$ cat config.mk
export PLATFORM = sky130hd
export DESIGN_NAME = hilo_mul_unit
export DESIGN_NICKNAME = d
export VERILOG_FILES = /design/src/rtl/hilo_mul_unit.sv
export SDC_FILE = /design/constraint.sdc
export NUM_CORES = 1
export LEC_CHECK = 0
export ABC_CLOCK_PERIOD_IN_PS = 4300
export CAP_MARGIN = 20
export CORE_AREA = 2 2 128 130
export DETAILED_ROUTE_END_ITERATION = 16
export DIE_AREA = 0 0 130 132
export GPL_TIMING_DRIVEN = 0
export PLACE_DENSITY = 0.81
export SLEW_MARGIN = 20
export SYNTH_ARGS = -nofsm -noshare
export SYNTH_HDL_FRONTEND = slang
export SYNTH_SLANG_ARGS = --single-unit
$ cat constraint.sdc
create_clock -name clk -period 4.3 [get_ports clk]
set_input_delay 1.29 -clock clk [delete_from_list [all_inputs] [get_ports clk]]
set_output_delay 1.29 -clock clk [all_outputs]
set_load 0.02 [all_outputs]
$ cat src/rtl/hilo_mul_unit.sv
// HI/LO register unit for a single-cycle MIPS datapath.
//
// Registers the multiply operands and drives them to the external combinational
// 32x32 multipliers. The operands are held stable for MUL_CYCLES cycles, and then
// the signed or unsigned 64-bit product is captured into HI/LO. The unit also
// services MTHI/MTLO. While a multiply is in flight it raises busy so the CPU stalls.
//
// Ports:
//   clk, rst_n            clock (rising edge); asynchronous active-low reset
//   req, op[2:0]          request strobe and opcode
//                         (000 NONE, 001 MULT, 010 MULTU, 011 MTHI, 100 MTLO)
//   rs_data, rt_data      source operands
//   mul_a, mul_b          registered operands to the external multipliers
//   mult_result           signed product of mul_a * mul_b (external)
//   multu_result          unsigned product of mul_a * mul_b (external)
//   hi, lo                HI/LO registers
//   busy                  multiply in flight (CPU stall)
//   done                  one-cycle pulse in the cycle after HI/LO capture
//
// state | meaning
// IDLE  | accepting requests; MTHI/MTLO complete in one edge
// WAIT  | operands held for the multiplier; counter runs down to the capture edge

module hilo_mul_unit #(
  parameter int MUL_CYCLES = 2,
  parameter int CNT_W      = 4
) (
  input  logic        clk,
  input  logic        rst_n,
  input  logic        req,
  input  logic [2:0]  op,
  input  logic [31:0] rs_data,
  input  logic [31:0] rt_data,
  output logic [31:0] mul_a,
  output logic [31:0] mul_b,
  input  logic [63:0] mult_result,
  input  logic [63:0] multu_result,
  output logic [31:0] hi,
  output logic [31:0] lo,
  output logic        busy,
  output logic        done
);

  localparam logic [2:0] OP_MULT  = 3'b001;
  localparam logic [2:0] OP_MULTU = 3'b010;
  localparam logic [2:0] OP_MTHI  = 3'b011;
  localparam logic [2:0] OP_MTLO  = 3'b100;

  localparam logic [CNT_W-1:0] CNT_LOAD = CNT_W'(MUL_CYCLES - 1);

  typedef enum logic {IDLE, WAIT} state_t;

  state_t             state_q, state_d;
  logic [CNT_W-1:0]   cnt_q, cnt_d;
  logic               signed_q, signed_d;
  logic [31:0]        mul_a_q, mul_a_d;
  logic [31:0]        mul_b_q, mul_b_d;
  logic [31:0]        hi_q, hi_d;
  logic [31:0]        lo_q, lo_d;
  logic               done_q, done_d;

  always_ff @(posedge clk or negedge rst_n) begin
    if (!rst_n) begin
      state_q  <= IDLE;
      cnt_q    <= '0;
      signed_q <= 1'b0;
      mul_a_q  <= '0;
      mul_b_q  <= '0;
      hi_q     <= '0;
      lo_q     <= '0;
      done_q   <= 1'b0;
    end else begin
      state_q  <= state_d;
      cnt_q    <= cnt_d;
      signed_q <= signed_d;
      mul_a_q  <= mul_a_d;
      mul_b_q  <= mul_b_d;
      hi_q     <= hi_d;
      lo_q     <= lo_d;
      done_q   <= done_d;
    end
  end

  always_comb begin
    state_d  = state_q;
    cnt_d    = cnt_q;
    signed_d = signed_q;
    mul_a_d  = mul_a_q;
    mul_b_d  = mul_b_q;
    hi_d     = hi_q;
    lo_d     = lo_q;
    done_d   = 1'b0;

    unique case (state_q)
      IDLE: begin
        if (req) begin
          case (op)
            OP_MULT, OP_MULTU: begin
              mul_a_d  = rs_data;
              mul_b_d  = rt_data;
              // The product type is fixed at request time; the live op is not used later.
              signed_d = (op == OP_MULT);
              cnt_d    = CNT_LOAD;
              state_d  = WAIT;
            end
            OP_MTHI: hi_d = rs_data;
            OP_MTLO: lo_d = rs_data;
            default: ;
          endcase
        end
      end
      WAIT: begin
        // Requests are ignored here. The CPU is stalled and re-presents them later.
        if (cnt_q != '0) begin
          cnt_d = cnt_q - 1'b1;
        end else begin
          {hi_d, lo_d} = signed_q ? mult_result : multu_result;
          done_d       = 1'b1;
          state_d      = IDLE;
        end
      end
      default: state_d = IDLE;
    endcase
  end

  assign mul_a = mul_a_q;
  assign mul_b = mul_b_q;
  assign hi    = hi_q;
  assign lo    = lo_q;
  assign busy  = (state_q == WAIT);
  assign done  = done_q;

endmodule

Yosys cells after proc, flatten, opt, wreduce, memory -nomap -nowiden
Index checks and enable logic that the tools add are counted.
{ "word_totals": {"ff_bits": 135, "romBits": 0, "in_bits": 198, "latchBits": 0, "ram_bits": 0, "wordCells": 45, "n_memories": 0, "output_inout_bits": 130} }
{ "op_classes": {"mux": 19, "n_reduce_logical": 6, "bitwise_logic": 1, "n_mul": 0, "order_cmp": 0, "div_mod_pow": 0, "shift": 0, "addsub": 1, "eq_ne": 10} }
{ "ops": {"columns": ["op", "count"], "rows": [
  ["two-way mux 32 bit", 6],
  ["case mux 32 bit (2 select lines)", 2],
  ["two-way mux 64 bit", 1],
  ["two-way mux 4 bit", 3],
  ["AND reduction 3 bit", 4],
  ["inequality test 2 x 1 -> 1 bit (second input constant)", 4],
  ["case mux 4 bit (2 select lines)", 1],
  ["== test 3 x 2 -> 1 bit (second input constant)", 2],
  ["two-way mux 1 bit", 5],
  ["inequality test 2 bit (second input constant)", 2],
  ["nonzero test 4 bit", 1],
  ["subtractor 4 x 1 -> 4 bit (second input constant)", 1],
  ["== test 3 x 1 -> 1 bit (second input constant)", 1],
  ["== test 3 bit (second input constant)", 1],
  ["case mux 1 bit (2 select lines)", 1],
  ["OR reduction 2 bit", 1],
  ["inverter 1 bit", 1]
]} }

Depth between registers and ports, before layout
Gate-level depths: netlist of run 1.
{ "depth": {"word_depth": 5, "mapped_depth": 6, "mapped_depth_nobuf": 5} }

Worst setup path before layout of run 1
Ideal clock, no wire load.
{ "synth_timing": {"kind": "input -> register", "from": "input op[1]", "to": "register lo_q[10] (netlist: lo[10])", "arrival_ns": 2.505, "path_buffers": 1, "cell_stages": 4, "setup_slack_ns": 1.671, "t_required_ns": 4.175, "setup_ns": 0.125, "path_cell_list": "or3b_2 > a22oi_2 > buf_4 > mux2_2"} }
{ "synth_between": {"elab_chain_len": 3} }
{ "synth_rtl": {"columns": ["item", "line_no", "source"], "rows": [
  ["start: declaration", "31", "input logic [2:0] op,"],
  ["== test 3 bit", "97", "case (op)"],
  ["inequality test 2 x 1 -> 1 bit (no source line)", null, null],
  ["AND reduction 3 bit (no source line)", null, null],
  ["end signal: assignment", "79", "lo_q <= lo_d;"],
  ["end: declaration", "59", "logic [31:0] lo_q, lo_d;"]
]} }
Every way passes these cells.
A chain may end at the register's enable or synchronous reset.

Worst setup path after layout of run 1
{ "layout_timing": {"from": "input op[1]", "to": "register lo_q[28] (netlist: lo[28])"} }
The elaborated chain is that of the path after synthesis.

==> flow_summary.json, run 1 <==
{
  "initial_core_util_pct": 41.0,
  "cpPeakStageDelay_ns": 0.50,
  "avgSynthCellArea_um2": 13.3,
  "design_area_um2": 10600,
  "drt_wl_total_um": 21100,
  "path_max_fanout": 10,
  "synth_common_cells": "dfrtp_1, mux2_2, a21oi_1, mux2i_1, mux2_4",
  "synth-edff-count": 0,
  "grt_overflow_total": 0,
  "p_clk_share_pct": 17.6,
  "die-area_um2": 17200,
  "first_iter_violations": 181,
  "intPower_uw": 4990,
  "crit_family": "buffers and inverters",
  "p_comb_share_pct": 53.7,
  "grt_use_total_pct": 24.6,
  "hp-start": "mul_b[21]",
  "r2r_setup_slack_ns": 1.87,
  "die_y_um": 132,
  "clk_pin_slew_ns": 0.06,
  "power.density_nw_per_um2": 753,
  "synth.most_common_cell": "dfrtp_1",
  "power.leakage_uw": 0.00450,
  "numCtsBuffers": 17,
  "place_area_um2": 10000,
  "diodes": 0,
  "cts_num_sinks": 135,
  "cts_tree": "built",
  "crit_chain": "clkdlybuf4s50_1 > or3b_2 > a22oi_2 > buf_4 > mux2_2",
  "io_pins": 328,
  "yosysWarnings": 0,
  "finalCriticalPeriod_ns": 2.96,
  "grt_pass1_vias": 5919,
  "p_total_uw": 7980,
  "fmax_mhz": 338,
  "reg2reg_depth": 6,
  "swShare_pct": 37.5,
  "endpoint_kind": "flip-flop",
  "fin_skew_ns": 0.00737,
  "worst_slack_ns": 1.34,
  "min_to": "mul_b[21]",
  "synthArstFlopShare_pct": 100,
  "core_area_um2": 15700,
  "insertion_delay_ns": 0.41,
  "r2r_start": "cnt_q[0]",
  "hp-class": "reg -> reg",
  "gp_congestion": 0.843,
  "grt_max_degree": 76,
  "cts_resized": 0,
  "yosysUniqueCellTypes": 29,
  "layout.nets": 1031,
  "slew_headroom_pct": 42.9,
  "clock_path_buffers": 2,
  "cp_data_required_time_ns": 4.59,
  "htreeDepth": 4,
  "regToRegEndpoint": "hi[27]",
  "port_buffers": 327,
  "vias": 5320,
  "critPathLaunchType": "input pin",
  "p_sw_uw": 2990,
  "synth_area_leaders": "dfrtp_1, mux2_2, mux2i_1, mux2_4, a21oi_1",
  "status": "complete, no violations",
  "critPathKind": "in -> reg",
  "final_cells": 1061,
  "synth_area_um2": 6450,
  "setup_violations": 0,
  "num_rows": 46,
  "worst_pin_slew_ns": 0.856,
  "hold_viol_final": 0,
  "arrival_ns": 3.25,
  "first_pass_iters": 4,
  "final_max_slew_viol_count": 0,
  "drive_gt1_share_pct": 21.9,
  "whs_path_depth": 1,
  "cts_setup_buffers": 0,
  "synth_nets": 684,
  "antenna_found_initial": 1,
  "ant_nets": 0,
  "placedCellCount": 1029,
  "dieWidth_um": 130,
  "area_growth_syn_to_layout_pct": 64.5,
  "max_cap_viol_count": 0,
  "grt_pass1_wl_um": 32300,
  "clockRootBuffer": "clkbuf_16",
  "place_ws_ns": 0.862,
  "viasPerCell": 5.01,
  "synth-main-ff-cell": "dfrtp_1",
  "yosysTopAreaCellShare_pct": 52.4,
  "power_frac_seq_pct": 28.6,
  "routedWlPerCell_um": 19.8,
  "cts_hold_buffers": 0,
  "yosysTopAreaCell": "dfrtp_1",
  "cp_slowest_cell": "or3b_2",
  "yosysSeqAreaShare_pct": 52.4,
  "cp_num_buf_inv": 2,
  "drc": 0,
  "fin_crit_sh_pct": 68.9,
  "synth_seq_cells": 135,
  "rsz0062_at_grt": "false",
  "vdd_drop_max_uv": 373,
  "syn_inst": 485,
  "dpl.hpwl_um": 16400,
  "tns_ns": 0
}
## logic make-up (layout without fill, tap and decap cells)
logic type,count (synthesis),after routing,share of synthesized area (%)
fa+ha+maj,1,1,0.194
buf+inv,36,396,3.07
simple gates,46,46,3.44
mux,193,193,34.7
xor+xnor,2,2,0.272
flops,135,135,52.4
compound gates,72,72,5.96
## sequential cells by signal, summed over array words and instances, names as in the netlist
register	cells
done	1
busy	1
cnt_q	4
lo	32
signed_q	1
mul_a	32
mul_b	32
hi	32
## worst max path at each step
stage | start | to | slack, ns | depth (start not counted)
final | op[1] | lo[28] | 1.34 | 5
after global routing | op[2] | lo[28] | 1.26 | 5
after CTS | op[1] | lo[27] | 1.30 | 5
after detailed placement | op[1] | lo[27] | 0.86 | 5
after global placement | rst_n | lo[7] | -3.34 | 1
after floorplan | op[1] | lo[10] | 1.67 | 4
## power by group through the flow
stage               sequential [uW]  clock [uW]  combinational, uW
floorplan                      3020           0               1540
global route                   2360        1490               4530
detailed placement             2300           0               4300
global placement               2260           0               4220
finish                         2290        1410               4290
CTS                            2290        1430               4320
## layout make-up
type                    count  area (um^2)
plain buffers              31          179
clock buffers              21          480
clock inverters            11         98.8
fillers                  1174         5110
inverters                   5         18.8
multi-input cells         314         2870
flip-flops and latches    135         3380
well taps                 216          270
repair buffers            328         3310
## metal layers
metal / global-route usage [%] / vias up / share of wire (%)
met2: 43.9 / 233 / 52
met1: 27.7 / 2614 / 38
met4: 8.60 / 2 / 2.5
met3: 7.31 / 36 / 7.9
li1: - / 2435 / -
met5: 0 / - / 0.062
## through the flow
step / util (%) / hold slack, ns
6_report: 67.5 / 0.503
5_1_grt: 67.5 / 0.515
4_1_cts: 67.5 / 0.504
3_5_place_dp: 63.8 / 0.492
3_3_place_gp: 63.6 / 0.489
2_1_floorplan: - / 0.520
## placed cells by master (no fill, tap or decap), types with 2 or more instances in the layout
cell type          n
buf_4              3
clkbuf_16         17
clkdlybuf4s50_1  326
mux2_2            90
nand3b_1           2
mux2i_1           65
clkbuf_8           4
clkbuf_1          12
inv_1              5
xnor2_1            2
dfrtp_1          135
or3b_2             2
clkinvlp_4         6
nand2b_1           3
a21oi_1           66
nor2_1            32
buf_6              5
buf_2             11
clkinv_2           3
mux2_4            38
## worst register-to-register path: stages, from the launching register on
cell       delay [ns]
dfrtp_1          0.40
inv_1            0.08
ha_1             0.21
nand4bb_1        0.22
a22oi_1          0.59
buf_2            0.43
mux2_2           0.39
Power figures use the tool's default switching activity.
==> inputs of run 2 (changes only) <==
ABC_CLOCK_PERIOD_IN_PS = 2800   (was 4300)
CORE_AREA = not set   (was 2 2 128 130)
CORE_MARGIN = 2   (was not set)
CORE_UTILIZATION = 40   (was not set)
DIE_AREA = not set   (was 0 0 130 132)
PLACE_DENSITY = 0.79   (was 0.81)
clock period = 2.8 ns   (was 4.3 ns; I/O delays follow)
==> flow_summary.json, run 2 (synthesized netlist as in run 1, its figures left out) <==
{
  "core_area_um2": 15800,
  "regToRegEndpoint": "hi[26]",
  "vdd_drop_max_uv": 596,
  "p_comb_share_pct": 54.0,
  "cp_data_required_time_ns": 3.09,
  "p_clk_share_pct": 17.1,
  "final_cells": 1058,
  "slew_headroom_pct": 45.6,
  "reg2reg_depth": 6,
  "hold_ws_ns": 0.332,
  "drt_wl_total_um": 21200,
  "cts_tree": "built",
  "grt_overflow_total": 0,
  "first_iter_violations": 164,
  "drive_gt1_share_pct": 20.9,
  "first_pass_iters": 4,
  "num_rows": 46,
  "final_cell_mix": "clkdlybuf4s50_1, dfrtp_1, mux2_2",
  "p_sw_uw": 4500,
  "insertion_delay_ns": 0.41,
  "clock_path_buffers": 2,
  "r2r_start": "cnt_q[1]",
  "finalCriticalPeriod_ns": 2.55,
  "cts_num_sinks": 135,
  "arrival_ns": 2.84,
  "routedWlPerCell_um": 20.0,
  "path_max_fanout": 10,
  "initial_core_util_pct": 40.7,
  "place_area_um2": 10000,
  "layout.nets": 1031,
  "dpl.hpwl_um": 16400,
  "grt_pass1_wl_um": 31100,
  "place_ws_ns": -0.191,
  "clockRootBuffer": "clkbuf_16",
  "status": "complete, no violations",
  "setup_violations": 0,
  "max_cap_viol_count": 0,
  "drc": 0,
  "diodes": 0,
  "cts_hold_buffers": 0,
  "htreeDepth": 4,
  "fill_cells": 1174,
  "hold_viol_final": 0,
  "fmax_mhz": 392,
  "gp_congestion": 0.908,
  "worst_pin_slew_ns": 0.816,
  "viasPerCell": 5.07,
  "power.density_nw_per_um2": 1150,
  "cts_resized": 0,
  "hp-class": "in -> async",
  "fin_skew_ns": 0.00731,
  "ant_nets": 0,
  "endpoint_kind": "flip-flop",
  "worst_slack_ns": 0.246,
  "die-area_um2": 17100,
  "grt_pass1_vias": 5814,
  "swShare_pct": 37.0,
  "rsz0062_at_grt": "false",
  "cts_setup_buffers": 0,
  "placedCellCount": 1029,
  "clk_pin_slew_ns": 0.05,
  "io_pins": 328,
  "design_area_um2": 10600,
  "p_total_uw": 12200,
  "r2r_setup_slack_ns": 0.32,
  "grt_max_degree": 85,
  "dieWidth_um": 131,
  "area_growth_syn_to_layout_pct": 63.8,
  "final_max_slew_viol_count": 0,
  "power_frac_seq_pct": 28.9,
  "port_buffers": 327,
  "intPower_uw": 7670,
  "critPathLaunchType": "input pin",
  "antenna_found_initial": 0,
  "vias": 5363,
  "fin_crit_sh_pct": 91.2,
  "critPathKind": "in -> reg",
  "grt_use_total_pct": 24.3,
  "layout_commonest_cell": "clkdlybuf4s50_1",
  "die_y_um": 131,
  "numCtsBuffers": 17,
  "power.leakage_uw": 0.00449
}
run 2: cell count changes in the layout (fill, tap and decap cells not counted), sizes merged:
cell,previous run,this run
clkinvlp,6,0
bufinv,1,2
clkinv,4,3
clkbuf,33,36
run 2: per-stage QoR:
stage	setup TNS, ns	util, %
2_1_floorplan	0	-
3_3_place_gp	-600.40	63.1
3_5_place_dp	-9.82	63.3
4_1_cts	0	66.7
5_1_grt	0	66.7
6_report	0	66.7
run 2: power groups by stage:
stage | logic, uW | clock network [uW] | registers (uW)
3_5_place_dp | 6600 | 0 | 3530
6_report | 6570 | 2080 | 3520
3_3_place_gp | 6460 | 0 | 3470
5_1_grt | 6930 | 2230 | 3640
4_1_cts | 6630 | 2120 | 3520
2_1_floorplan | 2370 | 0 | 4640
run 2: worst max-delay path by stage:
stage                     start   endpoint  slack, ns  cells after the start
after floorplan           op[1]     lo[10]       0.62                      4
after global placement    rst_n  mul_b[11]      -4.39                      1
after detailed placement    req     hi[26]      -0.19                      5
after CTS                   req     hi[26]       0.22                      5
after global routing        req     hi[26]       0.18                      5
final                       req     hi[26]       0.25                      5
run 2: cell type report:
type                            instances  area [um^2]  share of cell area [%]
Clock inverter                          5         75.1                   0.711
Tap cell                              216          270                    2.56
Inverter                                5         18.8                   0.178
Multi-Input combinational cell        314         2870                    27.2
Sequential cell                       135         3380                    32.0
Timing Repair Buffer                  328         3310                    31.3
Clock buffer                           24          462                    4.37
Buffer                                 31          179                    1.69
run 2: routing by layer:
layer,up-vias,GRT usage (%),routed length [um]
li1,2437,-,-
met1,2631,26.5,7860
met2,246,43.7,11000
met3,49,7.37,1710
met4,0,10.5,686
met5,-,0,0
run 2: critical path, stage by stage:
cell and delay [ns]:
clkdlybuf4s50_1 0.48, nand2b_1 0.11, a22oi_1 0.61, buf_2 0.41, mux2_2 0.38
==> inputs of run 3 (changes only) <==
ABC_CLOCK_PERIOD_IN_PS = not set   (was 2800)
CORE_UTILIZATION = 38   (was 40)
PLACE_DENSITY = 0.77   (was 0.79)
==> flow_summary.json, run 3 (synthesized netlist as in run 1, its figures left out) <==
{
  "antenna_found_initial": 0,
  "max_cap_viol_count": 0,
  "endpoint_kind": "flip-flop",
  "design_area_um2": 10600,
  "dieWidth_um": 134,
  "path_max_fanout": 10,
  "htreeDepth": 4,
  "cts_num_sinks": 135,
  "wl_met3_um": 1680,
  "drt_wl_total_um": 21100,
  "fmax_mhz": 398,
  "worst_pin_slew_ns": 0.847,
  "cts_resized": 0,
  "first_pass_iters": 4,
  "fin_skew_ns": 0.00569,
  "power.density_nw_per_um2": 1170,
  "final_cell_mix": "clkdlybuf4s50_1, dfrtp_1, mux2_2",
  "slew_headroom_pct": 43.6,
  "met1_length_um": 7770,
  "setup_violations": 0,
  "clockRootBuffer": "clkbuf_16",
  "grt_max_degree": 76,
  "final_max_slew_viol_count": 0,
  "layout_commonest_cell": "clkdlybuf4s50_1",
  "top_layer_used": "met4",
  "regToRegEndpoint": "hi[19]",
  "worst_slack_ns": 0.290,
  "die_y_um": 134,
  "rsz0062_at_grt": "false",
  "arrival_ns": 2.81,
  "r2r_start": "cnt_q[0]",
  "ant_nets": 0,
  "io_pins": 328,
  "reg2reg_depth": 6,
  "grt_use_total_pct": 23.4,
  "routedWlPerCell_um": 19.8,
  "cts_hold_buffers": 0,
  "diodes": 0,
  "clk_pin_slew_ns": 0.06,
  "gp_congestion": 0.820,
  "hold_viol_final": 0,
  "cts_tree": "built",
  "status": "complete, no violations",
  "fin_crit_sh_pct": 89.7,
  "dpl.hpwl_um": 16300,
  "initial_core_util_pct": 38.9,
  "place_ws_ns": -0.169,
  "cpPeakStageDelay_ns": 0.51,
  "cp_num_buf_inv": 2,
  "crit_family": "buffers and inverters",
  "wl_met2_um": 11100,
  "worst-path-stages": 5,
  "hp-class": "in -> async",
  "layout.nets": 1031,
  "num_rows": 47,
  "core_area_um2": 16600,
  "vdd_drop_max_uv": 633,
  "cp_data_required_time_ns": 3.10,
  "area_growth_syn_to_layout_pct": 65.1,
  "finalCriticalPeriod_ns": 2.51,
  "critPathKind": "in -> reg",
  "r2r_setup_slack_ns": 0.37,
  "drive_gt1_share_pct": 21.9,
  "vias": 5381,
  "viasPerCell": 5.05,
  "power.leakage_uw": 0.00454,
  "crit_chain": "clkdlybuf4s50_1 > or3b_2 > a22oi_2 > buf_4 > mux2_2",
  "cp_slowest_cell": "clkdlybuf4s50_1",
  "grt_overflow_total": 0,
  "fill_cells": 1263,
  "numCtsBuffers": 17,
  "cts_setup_buffers": 0,
  "first_iter_violations": 208,
  "hold_ws_ns": 0.368,
  "drc": 0,
  "insertion_delay_ns": 0.42,
  "grt_pass1_vias": 5833,
  "clock_path_buffers": 2,
  "die-area_um2": 18000,
  "port_buffers": 327,
  "critPathLaunchType": "input pin",
  "grt_pass1_wl_um": 32100,
  "place_area_um2": 10000
}
[run 3: changes by cell type in the layout (fill, tap and decap cells not counted)]
cell	change
bufinv_16	+1
clkinv_4	+4
clkbuf_8	+2
clkinv_2	+2
clkbuf_1	-6
[run 3: metal layers]
metal	vias to the layer above	GRT usage, %
met1	2642	25.7
met3	45	7.45
met2	254	42.0
li1	2440	-
met4	0	8.83
met5	-	0
[run 3: final cells by class]
class | count | area (um^2) | area share, %
inverter | 5 | 18.8 | 0.176
tap | 220 | 275 | 2.59
sequential | 135 | 3380 | 31.7
clock buffer | 20 | 467 | 4.38
timing repair buffer | 328 | 3310 | 31.1
buffer | 31 | 179 | 1.68
clock inverter | 12 | 150 | 1.41
multi-input combinational | 314 | 2870 | 27.0
[run 3: worst reg2reg max path, stage by stage, from the launching register on]
cell       delay [ns]
dfrtp_1          0.39
inv_1            0.08
ha_1             0.21
nand4bb_1        0.23
a22oi_1          0.61
buf_2            0.40
mux2_2           0.38
[run 3: worst max path at each step]
stage / from / slack, ns / to
6_report: op[2] / 0.29 / lo[21]
5_1_grt: op[1] / 0.21 / hi[24]
4_1_cts: op[2] / 0.29 / lo[21]
3_5_place_dp: op[2] / -0.17 / hi[28]
3_3_place_gp: rst_n / -4.36 / lo[17]
2_1_floorplan: op[1] / 0.62 / lo[10]
[run 3: report_power, final]
| part | internal [uW] | switching, uW | leakage (uW) |
|---|---|---|---|
| Sequential | 2950 | 575 | 0.00158 |
| Combinational | 3410 | 3150 | 0.00264 |
| Clock | 1470 | 860 | 0.000309 |
| Total | 7820 | 4590 | 0.00454 |
[run 3: stage by stage]
step | instances | power, uW | TNS, ns | utilization, %
floorplan | 485 | 7010 | 0 | -
global placement | 1032 | 9940 | -593.67 | 60.3
detailed placement | 1033 | 10100 | -8.02 | 60.5
CTS | 1065 | 12500 | 0 | 64.2
global route | 1065 | 13000 | 0 | 64.2
finish | 1065 | 12400 | 0 | 64.2
==> variant 1: new RTL, config.mk and constraints of run 3 <==
Put one more register stage on the output `mul_a`, cleared by the reset. The value now appears one clock later. The other outputs are not delayed to match. Comments in the files are not updated.
--- a/src/rtl/hilo_mul_unit.sv
+++ b/src/rtl/hilo_mul_unit.sv
@@ -123,7 +123,13 @@
     endcase
   end
 
-  assign mul_a = mul_a_q;
+  always_ff @(posedge clk or negedge rst_n) begin
+    if (!rst_n) begin
+      mul_a <= '0;
+    end else begin
+      mul_a <= mul_a_q;
+    end
+  end
   assign mul_b = mul_b_q;
   assign hi    = hi_q;
   assign lo    = lo_q;
Function: changed (a bounded check fails within 4 cycles, from zero or initial values and one cycle with rst_n low).
==> variant 1 against run 3 <==
Register-to-register slack improved by 0.08 ns. Synthesized area is 12% higher. Routed wire length grew 2.5%. Highest routed layer unchanged. Non-clock buffer count up 1. Total power up 5.5%. Setup slack got worse by 0.054 ns. Sequential cell count increased by 32. Design area rose by 7.1%.
==> variant 1: results (changes against run 3) <==
{| class="wikitable"
! Metric !! Value
|-
| Worst-case clock skew || 0.0113 ns (+0.00557 ns)
|-
| Pin count of the biggest net entering global routing || 91 (+20%)
|-
| Tightest Pin Transition || 0.765 ns (-0.0820 ns)
|-
| Number of different library cells in the post-synthesis netlist || 30 (+3.4%)
|-
| Inst Count DP || 1080 (+4.5%)
|-
| Fraction of area in registers || 36.6% (+4.9 points)
|-
| Dpl ws || -0.206 ns (-0.0367 ns)
|-
| Vias after detailed routing || 5464 (+1.5%)
|-
| Critical Path AT || 2.87 ns (+0.06 ns)
|-
| Met2 routed wirelength || 11000 um (-0.29%)
|-
| Number of design-rule violations left by the first detailed-router iteration || 177 (-15%)
|-
| Worst vdd rail ir drop || 0.000491 V (-22%)
|-
| Most frequent cells after synthesis || sky130_fd_sc_hd__dfrtp_1, sky130_fd_sc_hd__mux2_2, sky130_fd_sc_hd__a21oi_1, sky130_fd_sc_hd__mux2i_1, sky130_fd_sc_hd__mux2_4
|-
| NonClk Buf Share || 30.5% (-2.2 points)
|-
| Total length of routed met3 wires || 1670 um (-1.0%)
|-
| Area fraction in compound gates after synthesis || 5.22% (-0.74 points)
|-
| Cells after synthesis || 518 (+6.8%)
|-
| Post-detailed-routing wire length || 21600 um (+2.5%)
|-
| Total routed wire length on the met1 layer || 8470 um (+8.9%)
|-
| Share of the synthesized netlist area taken by xor and xnor gates || 0.242% (-0.030 points)
|-
| # clock sinks || 167 (+24%)
|-
| Sequential element share of the synthesized area || 57.7% (+5.3 points)
|-
| Fraction of layout instances using a drive strength above 1 || 20.8% (-1.1 points)
|-
| Result of the run || finished clean
|-
| Count of plain and timing-repair buffers in the layout || 360 (+0.28%)
|-
| Leak || 4.91 nW (+8.1%)
|-
| Global-route wire length before repair || 32400 um (+1.1%)
|-
| Arithmetic-cell share of the synthesized area counting full adders, half adders and majority gates || 0.173% (-0.021 points)
|-
| Per-cell via count in the routed design || 4.91 (-2.7%)
|}
[variant 1: changes by cell type in the layout (fill, tap and decap cells not counted), sizes merged, moves of 2 or more]
cell,delta
clkinv,-5
nand2,+2
bufinv,-3
clkbuf,-2
inv,+6
dfrtp,+32
clkinvlp,+2
buf,+3
[variant 1: metal layers]
metal  global-route usage, %  vias to the layer above
li1                        -                     2536
met1                    25.1                     2681
met2                    37.9                      219
met3                    6.53                       28
met4                    5.58                        0
met5                       0                        -
[variant 1: through the flow]
stage	cell area, um^2	utilization, %
global placement	10800	57.8
floorplan	7240	-
global route	11400	61.0
detailed placement	10800	57.9
CTS	11400	61.0
finish	11400	61.0
[variant 1: final timing paths]
| kind | endpoint | slack, ns | depth (start not counted) |
|---|---|---|---|
| worst max register to register | hi[6] | 0.45 | 5 |
| worst min register to register | mul_a[6] | 0.38 | 0 |
| min in group clk | mul_a[6] | 0.38 | 0 |
| max in group asynchronous | lo[31] | 1.54 | 2 |
| worst min-delay path | mul_a[9] | 0.38 | 1 |
| worst max-delay path | lo[5] | 0.24 | 5 |
[variant 1: worst max-delay path, delay by kind of cell]
family                 cells  cell delay, ns
multiplexers               1            0.38
AO/OA/AOI/OAI              1            0.29
AND/OR/NAND/NOR            1            0.46
buffers and inverters      2            0.88
[variant 1: power by group]
part           leakage (nW)  switching [mW]  internal [mW]
Clock                 0.274            1.02           1.22
Sequential             1.97           0.594           3.64
Combinational          2.66            3.20           3.43
[variant 1: kinds of logic after synthesis]
logic type               Yosys count
adder cells (fa/ha/maj)            1
flip-flops                       167
AND/OR/NAND/NOR                   47
AO/OA/AOI/OAI                     71
buffers and inverters             37
XOR/XNOR                           2
multiplexers                     193
==> variant 2: new RTL, config.mk and constraints of run 3 <==
Without the edit above. Set the parameter `CNT_W` to 5 (it was 4).
--- a/src/rtl/hilo_mul_unit.sv
+++ b/src/rtl/hilo_mul_unit.sv
@@ -23,7 +23,7 @@
 
 module hilo_mul_unit #(
   parameter int MUL_CYCLES = 2,
-  parameter int CNT_W      = 4
+  parameter int CNT_W      = 5
 ) (
   input  logic        clk,
   input  logic        rst_n,
Formal check against the unedited RTL: no difference found for any inputs over 4 cycles, from zero or initial values and one cycle with rst_n low; that may be too few to reach the edited logic, so the function may still have changed.
==> variant 2 against run 3 <==
Combinational power is 6.2% lower. Total power is 5.3% lower. Routed wire length is 1.6% higher. Die area is 1.3% higher. Core utilization is 0.42 points lower. Setup slack better by 0.17 ns. Critical endpoint is now lo[25]. Non-clock buffer count is 2 higher. Synthesized cell count is 1.6% higher. Design area hardly changed. Synthesized area is 1.4% higher. Sequential cell count is 1 higher.
==> variant 2: results (changes against run 3) <==
{| class="wikitable"
! Metric !! Value
|-
| Worst vdd rail ir drop || 0.000620 V (-2.0%)
|-
| Worst-case register-to-register setup slack || 0.66 ns (+0.29 ns)
|-
| Share of the synthesized netlist area taken by xor and xnor gates || 0.134% (-0.14 points)
|-
| Critical Path AT || 2.63 ns (-0.18 ns)
|-
| Number of nets produced by synthesis || 692 (+1.2%)
|-
| Fraction of registers with async set or reset after synthesis || 100% (unchanged)
|-
| Fill count || 1315 (+4.1%)
|-
| Routability cong. || 0.845 (+3.0%)
|-
| Arithmetic-cell share of the synthesized area counting full adders, half adders and majority gates || 0.191% (-0.0026 points)
|-
| First-pass detailed-route iteration total || 4 (unchanged)
|-
| Top routing layer in use || met4
|-
| Detail Placement HPWL || 16600 um (+2.3%)
|-
| Fraction of layout instances using a drive strength above 1 || 21.1% (-0.81 points)
|-
| Total length of routed met3 wires || 1660 um (-1.5%)
|-
| Tightest Pin Transition || 0.660 ns (-0.186 ns)
|-
| Maximum fanout encountered on the critical timing path || 10 (unchanged)
|-
| Post-detailed-routing wire length || 21400 um (+1.6%)
|-
| Area fraction in compound gates after synthesis || 6.55% (+0.59 points)
|-
| Cells taking the most area after synthesis || sky130_fd_sc_hd__dfrtp_1, sky130_fd_sc_hd__mux2_2, sky130_fd_sc_hd__mux2i_1
|-
| Launch point of the critical path || op[1]
|-
| Dpl ws || 0.0146 ns (+0.184 ns)
|-
| Worst-case clock skew || 0.00559 ns (-0.000103 ns)
|-
| Number of global-route vias before repair || 5877 (+0.75%)
|-
| Leak || 4.83 nW (+6.5%)
|-
| Clock-pin slew on the worst setup and hold paths || 0.06 ns (about the same)
|-
| Total number of yosys warnings || 0 (unchanged)
|-
| Sequential element share of the synthesized area || 52.1% (-0.33 points)
|-
| Result of the run || finished clean
|-
| Global-route wire length before repair || 32400 um (+1.1%)
|-
| ANT cells || 0 (unchanged)
|-
| Met2 routed wirelength || 11300 um (+2.6%)
|-
| Mux cell area share after synthesis || 34.0% (-0.62 points)
|-
| Worst reg2reg path startpoint || signed_q
|-
| Number of different library cells in the post-synthesis netlist || 33 (+14%)
|-
| Final-stage net count || 1039 (+0.78%)
|-
| Critical register-to-register path endpoint || hi[2]
|-
| Number of setup buffers added after CTS || 0 (unchanged)
|-
| Worst setup margin || 0.458 ns (+0.168 ns)
|-
| Vias after detailed routing || 5324 (-1.1%)
|-
| Pin count of the biggest net entering global routing || 71 (-6.6%)
|-
| Aggregate global-route resource usage || 23.6% (+0.25 points)
|-
| Most frequent cells after synthesis || sky130_fd_sc_hd__dfrtp_1, sky130_fd_sc_hd__mux2_2, sky130_fd_sc_hd__a21oi_1
|-
| Total routed wire length on the met1 layer || 8020 um (+3.1%)
|-
| Post_cts resized || 0 (unchanged)
|-
| Number of design-rule violations left by the first detailed-router iteration || 104 (-50%)
|-
| Antenna violations before repair || 0 (unchanged)
|}
[variant 2: per-layer routing]
metal  vias to the layer above  global-route usage (%)
li1                       2456                       -
met1                      2612                    26.0
met2                       227                    43.5
met3                        29                    7.11
met4                         0                    7.52
met5                         -                       0
[variant 2: cell type report]
class	count	area, um^2	share of cell area, %
sequential	136	3400	32.0
timing repair buffer	328	3310	31.0
multi-input combinational	321	2920	27.4
clock buffer	23	458	4.30
tap	220	275	2.58
buffer	33	205	1.93
clock inverter	5	75.1	0.705
inverter	3	11.3	0.106
[variant 2: per-stage QoR]
| stage | total power [mW] | utilization [%] | cell area, um^2 | hold slack (ns) | instances |
|---|---|---|---|---|---|
| floorplan | 6.71 | - | 6540 | 0.479 | 493 |
| global placement | 9.54 | 60.4 | 10100 | 0.471 | 1040 |
| detailed placement | 9.72 | 60.6 | 10100 | 0.479 | 1041 |
| CTS | 11.9 | 63.8 | 10600 | 0.378 | 1069 |
| global route | 12.4 | 63.8 | 10600 | 0.388 | 1069 |
| finish | 11.7 | 63.8 | 10600 | 0.367 | 1069 |
[variant 2: critical path: stages]
cell,delay [ns]
sky130_fd_sc_hd__clkdlybuf4s50_1,0.50
sky130_fd_sc_hd__nand4bb_1,0.26
sky130_fd_sc_hd__o22ai_2,0.38
sky130_fd_sc_hd__buf_4,0.30
sky130_fd_sc_hd__mux2_2,0.36
[variant 2: kinds of logic (layout without fill, tap and decap cells)]
group | Yosys count | count (layout)
buffers and inverters | 36 | 392
xor gates and xnor gates | 1 | 1
and+or+nand+nor | 50 | 50
AOI/OAI and AO/OA | 77 | 77
muxes | 192 | 192
DFF | 136 | 136
adders and majority gates | 1 | 1
[variant 2: how the worst max path moves through the flow]
stage / endpoint / cells past startpoint
after floorplan: hi[10] / 4
after detailed placement: hi[23] / 5
after global routing: lo[27] / 5
after global placement: mul_a[1] / 1
final: lo[25] / 5
after CTS: lo[27] / 5
[variant 2: power breakdown]
part           switching (mW)  total [mW]  leakage, nW  internal (mW)
combinational            2.93        6.15         2.97           3.22
clock                   0.765        2.07        0.263           1.31
sequential              0.554        3.52         1.60           2.96
total                    4.25        11.7         4.83           7.50
